`config.mk`:
```
export PLATFORM = sky130hd
export DESIGN_NAME = simmem_rsp_release_bank
export DESIGN_NICKNAME = d
export VERILOG_FILES = /design/src/rtl/simmem_rsp_release_bank.sv
export SDC_FILE = /design/constraint.sdc
export NUM_CORES = 2
export LEC_CHECK = 0
export CAP_MARGIN = 25
export CORE_ASPECT_RATIO = 1.5
export CORE_MARGIN = 1
export CORE_UTILIZATION = 35
export CTS_CLUSTER_DIAMETER = 120
export CTS_CLUSTER_SIZE = 40
export DETAILED_ROUTE_END_ITERATION = 10
export PLACE_DENSITY = 0.52
export SKIP_CTS_REPAIR_TIMING = 1
export SKIP_LAST_GASP = 1
export SYNTH_ARGS = -nofsm -noshare
export SYNTH_HDL_FRONTEND = slang
export SYNTH_SLANG_ARGS = --single-unit
```
`constraint.sdc`:
```
create_clock -name clk_i -period 57.8 [get_ports clk_i]
set_input_delay 8.67 -clock clk_i [delete_from_list [all_inputs] [get_ports clk_i]]
set_output_delay 8.67 -clock clk_i [all_outputs]
set_load 0.01 [all_outputs]
```
`src/rtl/simmem_rsp_release_bank.sv`:
```
// rtl/simmem_rsp_release_bank.sv - response store released per ID by the delay bank's release vector
// Optional feature macro: SIMMEM_RSP_BANK_OCCUPANCY_EN (adds occupancy_o and its assertions)
module simmem_rsp_release_bank #(
    parameter int TotalCapacity = 16,
    parameter int IDWidth       = 4,
    parameter int DataWidth     = 32
) (
    input  logic                    clk_i,
    input  logic                    rst_i,
    input  logic                    in_valid_i,
    output logic                    in_ready_o,
    input  logic [IDWidth-1:0]      in_id_i,
    input  logic [DataWidth-1:0]    in_data_i,
    input  logic [2**IDWidth-1:0]   release_en_i,
    output logic                    out_valid_o,
    input  logic                    out_ready_i,
    output logic [IDWidth-1:0]      out_id_o,
    output logic [DataWidth-1:0]    out_data_o
`ifdef SIMMEM_RSP_BANK_OCCUPANCY_EN
    ,
    output logic [$clog2(TotalCapacity+1)-1:0] occupancy_o
`endif
);

    localparam int IdxW = $clog2(TotalCapacity);

    logic [TotalCapacity-1:0]                valid_q, valid_d;
    logic [TotalCapacity-1:0][IDWidth-1:0]   id_q, id_d;
    logic [TotalCapacity-1:0][DataWidth-1:0] data_q, data_d;
    // age_q[i][j] = 1: slot i arrived before slot j
    logic [TotalCapacity-1:0][TotalCapacity-1:0] age_q, age_d;
    logic                                    lock_vld_q, lock_vld_d;
    logic [IdxW-1:0]                         lock_idx_q, lock_idx_d;

    logic [TotalCapacity-1:0] eligible;
    logic [TotalCapacity-1:0] older_elig;
    logic [IdxW-1:0]          free_idx;
    logic [IdxW-1:0]          sel_idx;
    logic [IdxW-1:0]          cur_idx;
    logic                     in_hs;
    logic                     out_hs;

    always_comb begin
        eligible   = '0;
        older_elig = '0;
        free_idx   = '0;
        sel_idx    = '0;
        for (int i = TotalCapacity - 1; i >= 0; i--) begin
            if (!valid_q[i]) begin
                free_idx = IdxW'(i);
            end
        end
        for (int i = 0; i < TotalCapacity; i++) begin
            eligible[i] = valid_q[i] & release_en_i[id_q[i]];
        end
        for (int i = 0; i < TotalCapacity; i++) begin
            for (int j = 0; j < TotalCapacity; j++) begin
                if (eligible[j] && age_q[j][i]) begin
                    older_elig[i] = 1'b1;
                end
            end
        end
        // Ages form a total order over valid slots, so exactly one eligible slot has no older peer
        for (int i = 0; i < TotalCapacity; i++) begin
            if (eligible[i] && !older_elig[i]) begin
                sel_idx = IdxW'(i);
            end
        end
    end

    assign in_ready_o  = ~(&valid_q);
    assign in_hs       = in_valid_i & in_ready_o;
    assign out_valid_o = lock_vld_q | (|eligible);
    assign out_hs      = out_valid_o & out_ready_i;
    assign cur_idx     = lock_vld_q ? lock_idx_q : sel_idx;
    assign out_id_o    = out_valid_o ? id_q[cur_idx] : '0;
    assign out_data_o  = out_valid_o ? data_q[cur_idx] : '0;

    always_comb begin
        valid_d    = valid_q;
        id_d       = id_q;
        data_d     = data_q;
        age_d      = age_q;
        lock_vld_d = lock_vld_q;
        lock_idx_d = lock_idx_q;
        if (in_hs) begin
            valid_d[free_idx] = 1'b1;
            id_d[free_idx]    = in_id_i;
            data_d[free_idx]  = in_data_i;
            for (int j = 0; j < TotalCapacity; j++) begin
                age_d[free_idx][j] = 1'b0;
                age_d[j][free_idx] = valid_q[j];
            end
        end
        // The release clears after the write so the departing slot leaves no stale age bits
        if (out_hs) begin
            valid_d[cur_idx] = 1'b0;
            for (int j = 0; j < TotalCapacity; j++) begin
                age_d[cur_idx][j] = 1'b0;
                age_d[j][cur_idx] = 1'b0;
            end
            lock_vld_d = 1'b0;
        end else if (out_valid_o && !lock_vld_q) begin
            lock_vld_d = 1'b1;
            lock_idx_d = sel_idx;
        end
    end

    always_ff @(posedge clk_i or posedge rst_i) begin
        if (rst_i) begin
            valid_q    <= '0;
            id_q       <= '0;
            data_q     <= '0;
            age_q      <= '0;
            lock_vld_q <= 1'b0;
            lock_idx_q <= '0;
        end else begin
            valid_q    <= valid_d;
            id_q       <= id_d;
            data_q     <= data_d;
            age_q      <= age_d;
            lock_vld_q <= lock_vld_d;
            lock_idx_q <= lock_idx_d;
        end
    end

`ifdef SIMMEM_RSP_BANK_OCCUPANCY_EN
    localparam int OccW = $clog2(TotalCapacity + 1);

    logic [OccW-1:0] occ_q, occ_d;

    assign occ_d       = occ_q + OccW'(in_hs) - OccW'(out_hs);
    assign occupancy_o = occ_q;

    always_ff @(posedge clk_i or posedge rst_i) begin
        if (rst_i) begin
            occ_q <= '0;
        end else begin
            occ_q <= occ_d;
        end
    end

    a_no_write_when_full: assert property (@(posedge clk_i) disable iff (rst_i)
        in_hs |-> !(&valid_q));
    a_occ_bounded: assert property (@(posedge clk_i) disable iff (rst_i)
        occ_q <= OccW'(TotalCapacity));
`else
    // Occupancy tracking is absent in this build; the datapath above is unchanged.
`endif

endmodule

```
## Word-level counts from Yosys, hierarchy flattened

Index checks and enable logic that the tools add are counted.

- Order comparisons: 20
- Mux-type cells: 406
- Bitwise logic cells: 104
- Reduce and logical (&&, ||, !) cells: 278

Operators with widths:

| kind | number |
|---|---|
| bitwise AND 256 bit | 32 |
| NOT 256 bit | 32 |
| demux 16 bit (select 4 bit) | 32 |
| bitwise mux 512 bit | 1 |
| 2-to-1 mux 256 bit | 2 |
| bitwise AND 16 bit | 17 |
| 2-to-1 mux 1 bit | 263 |
| logical AND 1 bit | 258 |
| bitwise mux 16 bit | 16 |
| 2-to-1 mux 4 bit | 36 |
| binary-select mux 32 bit (select 4 bit) | 1 |
| demux 32 bit (select 4 bit) | 1 |
| 2-to-1 mux 32 bit | 3 |
| less-than comparator 4 x 5 -> 1 bit (second input constant) | 18 |
| binary-select mux 1 bit (select 4 bit) | 16 |
| bitwise mux 64 bit | 1 |
| 2-to-1 mux 16 bit | 4 |
| 2-to-1 mux 15 bit | 2 |
| 2-to-1 mux 14 bit | 2 |
| 2-to-1 mux 13 bit | 2 |
| 2-to-1 mux 12 bit | 2 |
| 2-to-1 mux 11 bit | 2 |
| 2-to-1 mux 10 bit | 2 |
| bitwise AND 1 bit | 18 |
| 20 further kinds | 45 |

- Bits in registers: 853
- Output and inout port bits: 38
- Word-level logic and storage cells: 859

## Longest topological paths before layout

- Depth in word-level cells: 87
- Mapped depth: 20
- Gate-level depth less buffers: 14

## Worst setup path before layout

No wires, ideal clock.

- Path kind: input port to output port
- Start point: in release_en_i[9]
- End point: out out_data_o[18]
- Arrival time: 12.485 ns
- Data required time: 49.130 ns
- Slack: 36.645 ns
- Stages: 17
- Path through: buf_2 mux2_2 o311ai_0 nor2_1 or2_2 buf_2 a2111oi_0 nor4bb_1 o211ai_1 a311oi_1 o32a_1 and2_1 buf_4 buf_4 buf_2 mux2_2 a211oi_1

- Word-level cells in the longest chain between the ends: 41

RTL lines:

| what | line | RTL |
|---|---|---|
| start, declared | 14 | `input logic [2**IDWidth-1:0] release_en_i,` |
| binary-select mux 1 bit (select 4 bit) | 54 | `eligible[i] = valid_q[i] & release_en_i[id_q[i]];` |
| 2-to-1 mux 1 bit (not written as such) | 54 |  |
| bitwise AND 1 bit | 54 |  |
| logical AND 1 bit | 58 | `if (eligible[j] && age_q[j][i]) begin` |
| 2-to-1 mux 1 bit (16 in a row) | 58 |  |
| zero test 1 bit | 65 | `if (eligible[i] && !older_elig[i]) begin` |
| logical AND 1 bit | 65 |  |
| 2-to-1 mux 1 bit | 65 |  |
| 2-to-1 mux 4 bit (14 in a row) | 65 |  |
| 2-to-1 mux 4 bit | 75 | `assign cur_idx = lock_vld_q ? lock_idx_q : sel_idx;` |
| binary-select mux 32 bit (select 4 bit) | 77 | `assign out_data_o = out_valid_o ? data_q[cur_idx] : '0;` |
| 2-to-1 mux 32 bit (not written as such) | 77 |  |
| 2-to-1 mux 32 bit (*) | 77 |  |
| end, declared | 18 | `output logic [DataWidth-1:0] out_data_o` |

Mark *: on every way between the ends. The rest lies on a longest branch, timed or not. The select of a mux whose other input is x is not followed.

## Final worst setup path

- Start point: in release_en_i[7]
- End point: out out_data_o[20]

The elaborated chain is that of the path after synthesis.

==> flow_summary.json <==
{
  "finalSetupViolCount": 0,
  "yosys_warnings": 0,
  "cp-start-kind": "primary input",
  "critical_path_class": "in -> out",
  "peakVddDrop_mv": 0.0768,
  "rsz0062_at_grt": "no",
  "syn_area_per_cell_sq_um": 9.15,
  "initial_core_util_pct": 35.3,
  "setup_ws_ns": 31.45,
  "worst_ep_required_time_ns": 49.13,
  "finalMaxSlewViolations": 0,
  "post_drt_wl_per_cell_microns": 30.9,
  "synth_top_cell_by_area": "dfrtp_1",
  "timing.fmax_mhz": 38.0,
  "row_count": 157,
  "dp_hpwl_microns": 115000,
  "cts.sinks": 837,
  "final_cells": 6122,
  "slew_headroom_pct": 24.0,
  "power_density_mw_per_mm2": 67.3,
  "status": "finished, violations left",
  "reg2reg_depth": 14,
  "core_sq_mm": 0.122,
  "dieWidth_microns": 288,
  "placement.cell_area_sq_mm": 0.0454,
  "fin_crit_sh_pct": 45.6,
  "cts_tree": "built",
  "dr_total_vias": 37500,
  "ys_seq_area_share_pct": 48.7,
  "finalSetupTns_ns": 0,
  "finalHoldViolations": 0,
  "drive_gt1_share_pct": 10.3,
  "path_clk_slew_ns": 0.15,
  "cts_buffers": 26,
  "synth_top_cell_area_share_pct": 48.7,
  "grt_max_degree": 159,
  "place_ws_ns": 31.69,
  "final_cell_area_sq_mm": 0.0463,
  "synth_top_cells_by_area": "dfrtp_1, nand2_1, mux2_2",
  "final_nets": 4579,
  "r2r-end": "age_q[222]$_DFF_PP0_",
  "ioPinCount": 94,
  "drt_iter0_markers": 4204,
  "dp_cells": 6081,
  "synthTopCellsByCount": "nand2_1, dfrtp_1, clkbuf_1",
  "holdPathStages": 2,
  "grt_pass1_vias": 36700,
  "async_flop_share_pct": 100,
  "skew_ns": 0.0394,
  "r2r-start": "valid_q[11]$_DFF_PP0_",
  "synthesis.nets": 4757,
  "yosysMostFrequentCell": "nand2_1",
  "syn_area_sq_mm": 0.0430,
  "firstDrtPassIters": 9,
  "cp-startpoint": "release_en_i[7]",
  "violations": "design-rule violations",
  "synth_edf_count": 0,
  "worstMarginPinSlew_ns": 1.14,
  "worstPathArrival_ns": 17.68,
  "area_growth_syn_to_layout_pct": 7.60,
  "p_leak_nw": 22.2,
  "syn_inst": 4701,
  "globalRouteTotalUtil_pct": 30.2,
  "grt-ovfl-total": 0,
  "synth.distinct_cells": 88,
  "routed_wl_microns": 189000,
  "power_mw": 3.12,
  "min_period_ns": 26.35,
  "ff2ff_setup_slack_ns": 50.75,
  "crit_path_end": "out_data_o[20]",
  "hold_slack_ns": 0.491,
  "insertion_delay_ns": 0.69,
  "antenna_found_initial": 7,
  "final_antenna_net_count": 0,
  "design.die.area_sq_mm": 0.124,
  "viasPerCell": 6.13,
  "critPathCaptureType": "output port",
  "ctsRootBufferMaster": "clkbuf_16",
  "cts_max_path_buffers": 3,
  "route.detailed.drc": 4,
  "cp_max_fo": 66,
  "h-tree-depth": 1,
  "grt_pass1_wl_microns": 272000,
  "cap_violations": 0,
  "synth-seq-cells": 837,
  "hold_path_class": "reg -> reg",
  "gp_congestion": 1.01,
  "synth_ff_type": "dfrtp_1",
  "fin_util_pct": 37.9,
  "die_h_microns": 431,
  "portBuffers": 93
}
-- cell families after synthesis --
family,after synthesis,share of synthesized area [%]
XOR/XNOR,1,0.0204
multiplexers,402,10.4
buffers and inverters,459,4.57
AND/OR/NAND/NOR,2190,21.7
flip-flops,837,48.7
AO/OA/AOI/OAI,812,14.7
-- cell type report --
type / count / area, sq um
fill: 12300 / 75700
sequential: 837 / 20900
multi-input combinational: 3405 / 20400
tap: 1590 / 1990
timing repair buffer: 214 / 1950
clock buffer: 28 / 689
inverter: 39 / 154
clock inverter: 6 / 118
antenna: 3 / 7.51
-- worst min-delay path by stage --
stage	from	endpoint	slack (ns)
final	data_q[384]$_DFFE_PP0P_	data_q[384]$_DFFE_PP0P_	0.49
after global routing	data_q[274]$_DFFE_PP0P_	data_q[274]$_DFFE_PP0P_	0.50
after CTS	data_q[35]$_DFFE_PP0P_	data_q[35]$_DFFE_PP0P_	0.49
after detailed placement	data_q[40]$_DFFE_PP0P_	data_q[40]$_DFFE_PP0P_	0.46
after global placement	data_q[384]$_DFFE_PP0P_	data_q[384]$_DFFE_PP0P_	0.45
after floorplan	data_q[35]$_DFFE_PP0P_	data_q[35]$_DFFE_PP0P_	0.44
-- registers in the layout, indices dropped and copies added, names as in the netlist --
signal      cells
id_q           64
lock_vld_q      1
age_q         240
data_q        512
lock_idx_q      4
valid_q        16
-- worst max-delay path, cell delays in order --
cell and delay (ns):
clkdlybuf4s50_1 1.03, mux2i_1 0.16, a311oi_1 0.37, o211a_1 0.51, or2_0 0.76, a22o_1 0.27, a221oi_1 0.05, nand4b_1 0.20
buf_4 0.22, and2_1 0.36, nand2_4 0.29, o21ai_4 0.59, buf_4 0.78, buf_4 0.73, buf_4 0.79, a2111oi_0 0.22
or4_1 0.58, a211oi_1 0.32, clkdlybuf4s50_1 0.62
-- report_power, final --
group          switching, mW  internal, mW
Clock                  0.196        0.0940
Combinational           1.26         0.633
Sequential             0.165         0.771
-- placed cells by master, fill, tap and decap left out, drive strengths merged, types with 11 or more instances in the layout --
cell / netlist / final
a2111oi: 95 / 95
a211oi: 82 / 82
a21oi: 109 / 109
a221oi: 50 / 50
a222oi: 14 / 14
a22o: 16 / 16
a22oi: 97 / 97
a31oi: 19 / 19
a32oi: 14 / 14
and2: 23 / 23
and3: 46 / 46
and4: 24 / 24
buf: 127 / 121
clkbuf: 293 / 28
clkdlybuf4s50: 0 / 93
dfrtp: 837 / 837
inv: 38 / 41
mux2: 213 / 213
mux2i: 176 / 176
mux4: 13 / 13
nand2: 1459 / 1459
nand2b: 23 / 23
nand3: 73 / 73
nand4: 22 / 22
nor2: 231 / 231
nor2b: 28 / 28
nor3: 177 / 177
nor4: 33 / 33
o211a: 127 / 127
o211ai: 11 / 11
o21ai: 85 / 85
or2: 17 / 17
or4: 12 / 12
-- routing by layer --
layer	vias up	part of all wire [%]	GRT usage, %
met1	19300	39	38.1
met2	1693	48	49.5
met4	10	7.0	18.2
met5	-	0.039	0
li1	16000	-	-
met3	508	6.1	3.42
No activity file was read; power rests on OpenSTA's default activity.
